--- src/rtl/spi_xform_slave.sv ---
// SPI slave device model: receives a DATA_W-bit word MSB-first, then replies with
// a bit-reversed / echoed / inverted copy over the next DATA_W sck periods.
module spi_xform_slave #(
    parameter int unsigned DATA_W = 8,
    parameter int unsigned CPOL   = 0,
    parameter int unsigned CPHA   = 0,
    parameter int unsigned FCNT_W = 16
) (
    input  logic              clock,
    input  logic              reset,
    input  logic              sck,
    input  logic              ss,
    input  logic              mosi,
    input  logic [1:0]        op,
    output logic              miso,
    output logic              busy,
    output logic              rx_valid,
    output logic [DATA_W-1:0] rx_data,
    output logic [FCNT_W-1:0] frame_cnt
);

    localparam int unsigned CNT_W = $clog2(DATA_W + 1);
    localparam logic [CNT_W-1:0] LAST_BIT = CNT_W'(DATA_W - 1);
    localparam logic IDLE_LVL = 1'(CPOL);

    typedef enum logic [1:0] {S_IDLE, S_RX, S_TX} state_e;

    logic sck_meta_q, sck_sync_q, sck_prev_q;
    logic ss_meta_q, ss_sync_q;
    logic mosi_meta_q, mosi_sync_q;

    state_e              state_q, state_d;
    logic [CNT_W-1:0]    bit_cnt_q, bit_cnt_d;
    logic [DATA_W-2:0]   shreg_q, shreg_d;
    logic [DATA_W-1:0]   txreg_q, txreg_d;
    logic                miso_q, miso_d;
    logic                busy_q, busy_d;
    logic                rx_valid_q, rx_valid_d;
    logic [DATA_W-1:0]   rx_data_q, rx_data_d;
    logic [FCNT_W-1:0]   frame_cnt_q, frame_cnt_d;

    logic                lead_c, trail_c, sample_c, shift_c;
    logic [DATA_W-1:0]   rx_word_c;

    function automatic logic [DATA_W-1:0] xform(input logic [1:0] sel,
                                                input logic [DATA_W-1:0] w);
        logic [DATA_W-1:0] rev;
        for (int unsigned i = 0; i < DATA_W; i++) rev[i] = w[DATA_W-1-i];
        case (sel)
            2'b00:   xform = rev;
            2'b01:   xform = w;
            2'b10:   xform = ~w;
            default: xform = ~rev;
        endcase
    endfunction

    // Edges are judged on the synchronised sck against its previous value.
    assign lead_c    = (sck_sync_q != IDLE_LVL) && (sck_prev_q == IDLE_LVL);
    assign trail_c   = (sck_sync_q == IDLE_LVL) && (sck_prev_q != IDLE_LVL);
    assign sample_c  = (CPHA == 0) ? lead_c : trail_c;
    assign shift_c   = (CPHA == 0) ? trail_c : lead_c;
    assign rx_word_c = {shreg_q, mosi_sync_q};

    always_ff @(posedge clock) begin
        if (reset) begin
            sck_meta_q  <= IDLE_LVL;
            sck_sync_q  <= IDLE_LVL;
            sck_prev_q  <= IDLE_LVL;
            ss_meta_q   <= 1'b1;
            ss_sync_q   <= 1'b1;
            mosi_meta_q <= 1'b0;
            mosi_sync_q <= 1'b0;
            state_q     <= S_IDLE;
            bit_cnt_q   <= '0;
            shreg_q     <= '0;
            txreg_q     <= '0;
            miso_q      <= 1'b1;
            busy_q      <= 1'b0;
            rx_valid_q  <= 1'b0;
            rx_data_q   <= '0;
            frame_cnt_q <= '0;
        end else begin
            sck_meta_q  <= sck;
            sck_sync_q  <= sck_meta_q;
            sck_prev_q  <= sck_sync_q;
            ss_meta_q   <= ss;
            ss_sync_q   <= ss_meta_q;
            mosi_meta_q <= mosi;
            mosi_sync_q <= mosi_meta_q;
            state_q     <= state_d;
            bit_cnt_q   <= bit_cnt_d;
            shreg_q     <= shreg_d;
            txreg_q     <= txreg_d;
            miso_q      <= miso_d;
            busy_q      <= busy_d;
            rx_valid_q  <= rx_valid_d;
            rx_data_q   <= rx_data_d;
            frame_cnt_q <= frame_cnt_d;
        end
    end

    // Next-state logic; ss deassertion takes priority over any sck edge.
    always_comb begin
        state_d     = state_q;
        bit_cnt_d   = bit_cnt_q;
        shreg_d     = shreg_q;
        txreg_d     = txreg_q;
        miso_d      = miso_q;
        rx_valid_d  = 1'b0;
        rx_data_d   = rx_data_q;
        frame_cnt_d = frame_cnt_q;

        if (state_q != S_IDLE && ss_sync_q) begin
            state_d   = S_IDLE;
            miso_d    = 1'b1;
            shreg_d   = '0;
            bit_cnt_d = '0;
        end else begin
            unique case (state_q)
                S_IDLE: begin
                    if (!ss_sync_q) begin
                        state_d   = S_RX;
                        bit_cnt_d = '0;
                    end
                end
                S_RX: begin
                    if (sample_c) begin
                        shreg_d = rx_word_c[DATA_W-2:0];
                        if (bit_cnt_q == LAST_BIT) begin
                            rx_data_d  = rx_word_c;
                            rx_valid_d = 1'b1;
                            txreg_d    = xform(op, rx_word_c);
                            bit_cnt_d  = '0;
                            state_d    = S_TX;
                        end else begin
                            bit_cnt_d = bit_cnt_q + CNT_W'(1);
                        end
                    end else if (shift_c) begin
                        miso_d = 1'b1;
                    end
                end
                S_TX: begin
                    // txreg shifts left per sample edge, so its MSB is always the next bit.
                    if (shift_c) miso_d = txreg_q[DATA_W-1];
                    if (sample_c) begin
                        txreg_d = {txreg_q[DATA_W-2:0], 1'b0};
                        if (bit_cnt_q == LAST_BIT) begin
                            frame_cnt_d = frame_cnt_q + FCNT_W'(1);
                            bit_cnt_d   = '0;
                            state_d     = S_RX;
                        end else begin
                            bit_cnt_d = bit_cnt_q + CNT_W'(1);
                        end
                    end
                end
                default: state_d = S_IDLE;
            endcase
        end

        busy_d = (state_d != S_IDLE);
    end

    assign miso      = miso_q;
    assign busy      = busy_q;
    assign rx_valid  = rx_valid_q;
    assign rx_data   = rx_data_q;
    assign frame_cnt = frame_cnt_q;

endmodule
--- config.mk ---
export PLATFORM = sky130hd
export DESIGN_NAME = spi_xform_slave
export DESIGN_NICKNAME = d
export VERILOG_FILES = /design/src/rtl/spi_xform_slave.sv
export SDC_FILE = /design/constraint.sdc
export NUM_CORES = 1
export LEC_CHECK = 0
export CORE_MARGIN = 2
export CORE_UTILIZATION = 55
export CTS_CLUSTER_DIAMETER = 40
export DETAILED_ROUTE_END_ITERATION = 6
export GPL_ROUTABILITY_DRIVEN = 0
export PLACE_DENSITY = 0.81
export SYNTH_ARGS = -nofsm -noshare
export SYNTH_HDL_FRONTEND = slang
export SYNTH_SLANG_ARGS = --single-unit
--- constraint.sdc ---
create_clock -name clock -period 2.4 [get_ports clock]
set_input_delay 0.24 -clock clock [delete_from_list [all_inputs] [get_ports clock]]
set_output_delay 0.24 -clock clock [all_outputs]
set_load 0.02 [all_outputs]
======== After elaboration in Yosys (flattened, before gate mapping) ========
Cells that the tools add are included.
Widths: inputs -> output; s select.
operators by class
  eq/ne operators ......................... 13
  reduce and logical (&&, ||, !) cells .... 18
  bitwise operators ....................... 7
  $add $sub $neg .......................... 2
  multiplexer cells ....................... 21
operator list
  cell                   number
  $mux 8                 3
  $pmux 8 s3             1
  $add 16x1->16 const B  1
  $not 8->8              2
  $pmux 8 s2             1
  $ne 2x2->1 const B     7
  $mux 2                 6
  $mux 4                 3
  $reduce_and 4->1       3
  $pmux 4 s2             1
  $reduce_bool 2->1      4
  $pmux 2 s3             1
  $not 1->1              5
  $reduce_and 5->1       1
  $add 4x1->4 const B    1
  $eq 2x1->1 const B     2
  $eq 2x2->1 const B     2
  $eq 4x3->1 const B     1
  $logic_not 2->1        2
  $mux 1                 4
  $reduce_or 2->1        2
  $reduce_or 4->1        1
  $logic_and 1x1->1      3
  $reduce_and 3->1       1
  3 further kinds        3
word-level totals
  output and inout bits ................... 27
  input port bits ......................... 7
  register bits ........................... 55
  logic and storage cells ................. 77

======== Depth between registers and ports, before layout ========
  depth after elaboration ................. 6
  gate-level depth with buffers ........... 8
  gate-level depth less buffers ........... 6

======== Least setup slack after synthesis ========
No wires, ideal clock.
  path type ............................... reg-to-reg
  start ................................... register state_q[1]
  end ..................................... register txreg_q[0]
  library setup time ...................... 0.088 ns
  data required time ...................... 2.312 ns
  setup slack ............................. 0.660 ns
  period minus slack after synthesis ...... 1.740 ns
  buffers on the path ..................... 2
  arrival time ............................ 1.652 ns
  stages on the path, launching flop included .. 9
  cells stage by stage .................... dfxtp_1 inv_1 ha_1 nand2b_1 buf_2 nand2_1 or3_1 clkbuf_2 o32ai_2
between the ends
  word-level cells in the longest chain between the ends .. 4
  elaborated cells on any way between the ends .. 11
  those cells by class .................... eq/ne (5); mux (1); bitwise (1); reduce/logical (4)
ends and longest elaborated chain
  what                                                                      line  source
  from (decl)                                                               32    state_e state_q, state_d;
  from (signal assigned)                                                    90    state_q <= state_d;
  parallel branches: the longest is 4 deep, another holds $reduce_and 5->1  --
  to (signal assigned)                                                      93    txreg_q <= txreg_d;
  to (decl)                                                                 35    logic [DATA_W-1:0] txreg_q, txreg_d;
Parallel ways; which one is timed is not known.
A chain may end at the register's enable or synchronous reset.

======== Final worst setup path ========
  start ................................... register bit_cnt_q[0]
  end ..................................... register txreg_q[4]
between the ends
  word-level cells in the longest chain between the ends .. 3
ends and longest elaborated chain
  what                        line  source
  from (decl)                 33    logic [CNT_W-1:0] bit_cnt_q, bit_cnt_d;
  from (signal assigned)      91    bit_cnt_q <= bit_cnt_d;
  $eq 4x3->1                  129   if (bit_cnt_q == LAST_BIT) begin
  $ne 2x2->1 (no line)        --
  $reduce_and 5->1 (no line)  --
Every way passes these cells.

==> impl_metrics.toml <==
[routing]
wl_per_cell_um = 14.4
vias = 2241
ant_nets = 0
drc = 0
vias_per_cell = 5.91
dr.pass1.iters = 4
wirelength_mm = 5.44
drtIter0Drc = 90

[final_layout]
fillers = 426
multi_input_area_mm2 = 0.00139
final_core_util = 0.662
nets = 337
antennaDiodeCount = 0
seq_area_mm2 = 0.00110
area_delta_synth_final_pct = 17.3
drive_gt1_frac = 0.0769

[min_path]
min_from = "ss_meta_q$_SDFF_PP1_"
whs_path_depth = 1
hold_end = "ss_sync_q$_SDFF_PP1_"
hp-class = "register to register"

[pwr]
p_leak_nw = 1.16
p_per_area_mw_per_mm2 = 538
peakVddDrop_mv = 0.407

[yosys]
synthTopCellsByCount = "dfxtp_1 (55), a21oi_1 (24), nand2_1 (21)"
synth_edf_count = 0
ys_seq_area_frac = 0.416
ys_warn_count = 0
synthTopCellsByArea = "dfxtp_1 (42%), mux2i_1 (7.2%), a21oi_1 (4.5%)"
synth_top_family_by_area = "simple AND/OR/NAND/NOR gates"
yosysMostFrequentCell = "dfxtp_1"
synth_flop_cell = "dfxtp_1"
synth_top_area_cell = "dfxtp_1"
synth_compound_area_frac = 0.184
synth_seq_cells = 55
post_synth_fa_ha_maj_area_fraction = 0.0283
syn_nets = 311
synthXorXnorAreaFrac = 0.00661
async_flop_share = 0
synthSimpleGateAreaFrac = 0.232
synthMuxAreaShare = 0.0718
synth.distinct_cells = 44
postSynthAreaPerCell_um2 = 8.89
netlist.area_leader.share = 0.416
synth_cells = 298
syn_area_mm2 = 0.00265

[global_route]
grt_pass1_wl_mm = 9.44
grt_pass1_vias = 2115
antenna_found_initial = 0
track_usage = 0.219
grt_overflow = 0
grt_max_degree = 25

[sta]
holdWs_ns = 0.416
worst_pin_slew_ns = 0.658
fin_worst_skew_ns = 0.00862
finalHoldViolations = 0
drv_slew = 0
grt_setup_unrepaired = "false"
clock.fmax_ghz = 0.487
relSlewSlack = 0.561
finalCriticalPeriod_ns = 2.05
period_share = 0.855
setup-tns-final_ns = 0
setup_violations = 0

[clock_network]
cts_tree = "done"
htreeDepth = 2
cts.sinks = 55
cts-buffers-inserted = 5
cts_root_buffer = "clkbuf_8"
clk_latency_ns = 0.31
cts.clk_slew.worst_paths_ns = 0.10
cts_resized = 0
clockBufferDepth = 2

[critical_path]
required_ns = 2.66
endpoint_kind = "register"
worstPathMaxFanout = 10
reg2reg_to = "txreg_q[4]$_SDFFE_PP0P_"
critPathKind = "register to register"
worst_setup_path_start_kind = "register"
cp_cell_sequence = "ha_1 -> and3b_1 -> nand2_1 -> a21oi_1 -> o221a_2"
slowest_stage = "a21oi_1"
cp.arrival_ns = 2.31
r2r_setup_slack_ns = 0.35
r2r_start = "bit_cnt_q[0]$_SDFFE_PP0P_"
critPathMaxStageDelay_ns = 0.56
r2r_cells = 5

[floorplanning]
row_count = 25
initial_utilization = 0.565
die_y_um = 73.4
die_area_mm2 = 0.00539
die_w_um = 73.4
ioPinCount = 34
core-area_mm2 = 0.00469

[status]
status = "finished, final reports clean"

[placed_design]
port_buffers = 33
dp_hpwl_mm = 3.82

[run]
drv_cap = 0
## worst max-delay path: cells and delay by family (launching register included)
kind                     cells  cell delay (ns)
flip-flops                   1             0.39
AND/OR/NAND/NOR              2             0.58
adder cells (fa/ha/maj)      1             0.20
AO/OA/AOI/OAI                2             0.84
## layer usage
layer	GRT usage	vias to the layer above	wire (µm)
met5	0	-	0
met3	0.0412	10	219
li1	-	1125	-
met2	0.372	54	2570
met1	0.284	1052	2560
met4	0.0606	0	89
## repair_timing
| action | CTS | global route |
|---|---|---|
| setup endpoints to repair | 0 | 4 |
| hold buffers | 0 | 0 |
| setup buffers | 0 | 2 |
## area by class of cell
class                      count  share of cell area
multi-input combinational    207               0.446
sequential                    55               0.354
timing repair buffer          39               0.121
clock buffer                   5              0.0222
tap                           54              0.0217
inverter                      16              0.0193
clock inverter                 3              0.0153
## metrics by stage
| stage | instance area, µm² | total power, mW | cells | setup slack (ns) |
|---|---|---|---|---|
| floorplan | 2650 | 1.03 | 298 | 0.660 |
| global placement | 2980 | 1.06 | 369 | 0.346 |
| detailed placement | 2980 | 1.06 | 369 | 0.228 |
| CTS | 3090 | 1.68 | 377 | 0.218 |
| global route | 3110 | 1.73 | 379 | 0.178 |
| finish | 3110 | 1.67 | 379 | 0.348 |
## sequential cells by signal, summed over array words and instances (netlist names)
signal	count
frame_cnt	16
rx_data	8
txreg_q	8
shreg_q	7
bit_cnt_q	4
state_q	2
busy	1
miso	1
mosi_meta_q	1
mosi_sync_q	1
rx_valid	1
sck_meta_q	1
sck_prev_q	1
sck_sync_q	1
ss_meta_q	1
ss_sync_q	1
## placed cells by master (no fill, tap or decap), types with 3 or more instances in the layout
cell type / n
dfxtp_1: 55
clkdlybuf4s50_1: 33
a21oi_1: 24
nand2_1: 21
mux2i_1: 19
nor2_1: 18
inv_1: 16
o21ai_0: 14
nor2b_1: 10
nand3_1: 9
nand2b_1: 8
or3_1: 8
or4_1: 8
a221oi_1: 7
o31ai_1: 7
a211oi_1: 6
o32ai_1: 6
ha_1: 6
buf_4: 6
nand4_1: 5
clkbuf_8: 5
or2_2: 4
nor3_1: 3
## how the worst max path moves through the flow
stage	start	endpoint	slack, ns	depth (start not counted)
floorplan	state_q[1]$_SDFF_PP0_	txreg_q[0]$_SDFFE_PP0P_	0.66	8
global placement	bit_cnt_q[0]$_SDFFE_PP0P_	frame_cnt[9]$_SDFFE_PP0P_	0.35	5
detailed placement	bit_cnt_q[0]$_SDFFE_PP0P_	frame_cnt[11]$_SDFFE_PP0P_	0.23	5
CTS	bit_cnt_q[0]$_SDFFE_PP0P_	frame_cnt[11]$_SDFFE_PP0P_	0.22	5
global route	bit_cnt_q[0]$_SDFFE_PP0P_	txreg_q[4]$_SDFFE_PP0P_	0.18	5
finish	bit_cnt_q[0]$_SDFFE_PP0P_	txreg_q[4]$_SDFFE_PP0P_	0.35	5
## power by group
part	leakage, nW	internal, mW	switching (mW)
clock network	0.0587	0.317	0.315
registers	0.445	0.925	0.00849
logic	0.659	0.0426	0.0620
## cell families after synthesis
logic type | count (synthesis)
buf+inv | 36
mux | 19
simple gates | 107
xor+xnor | 2
compound gates | 73
flops | 55
fa+ha+maj | 6
Power figures use the tool's default switching activity.
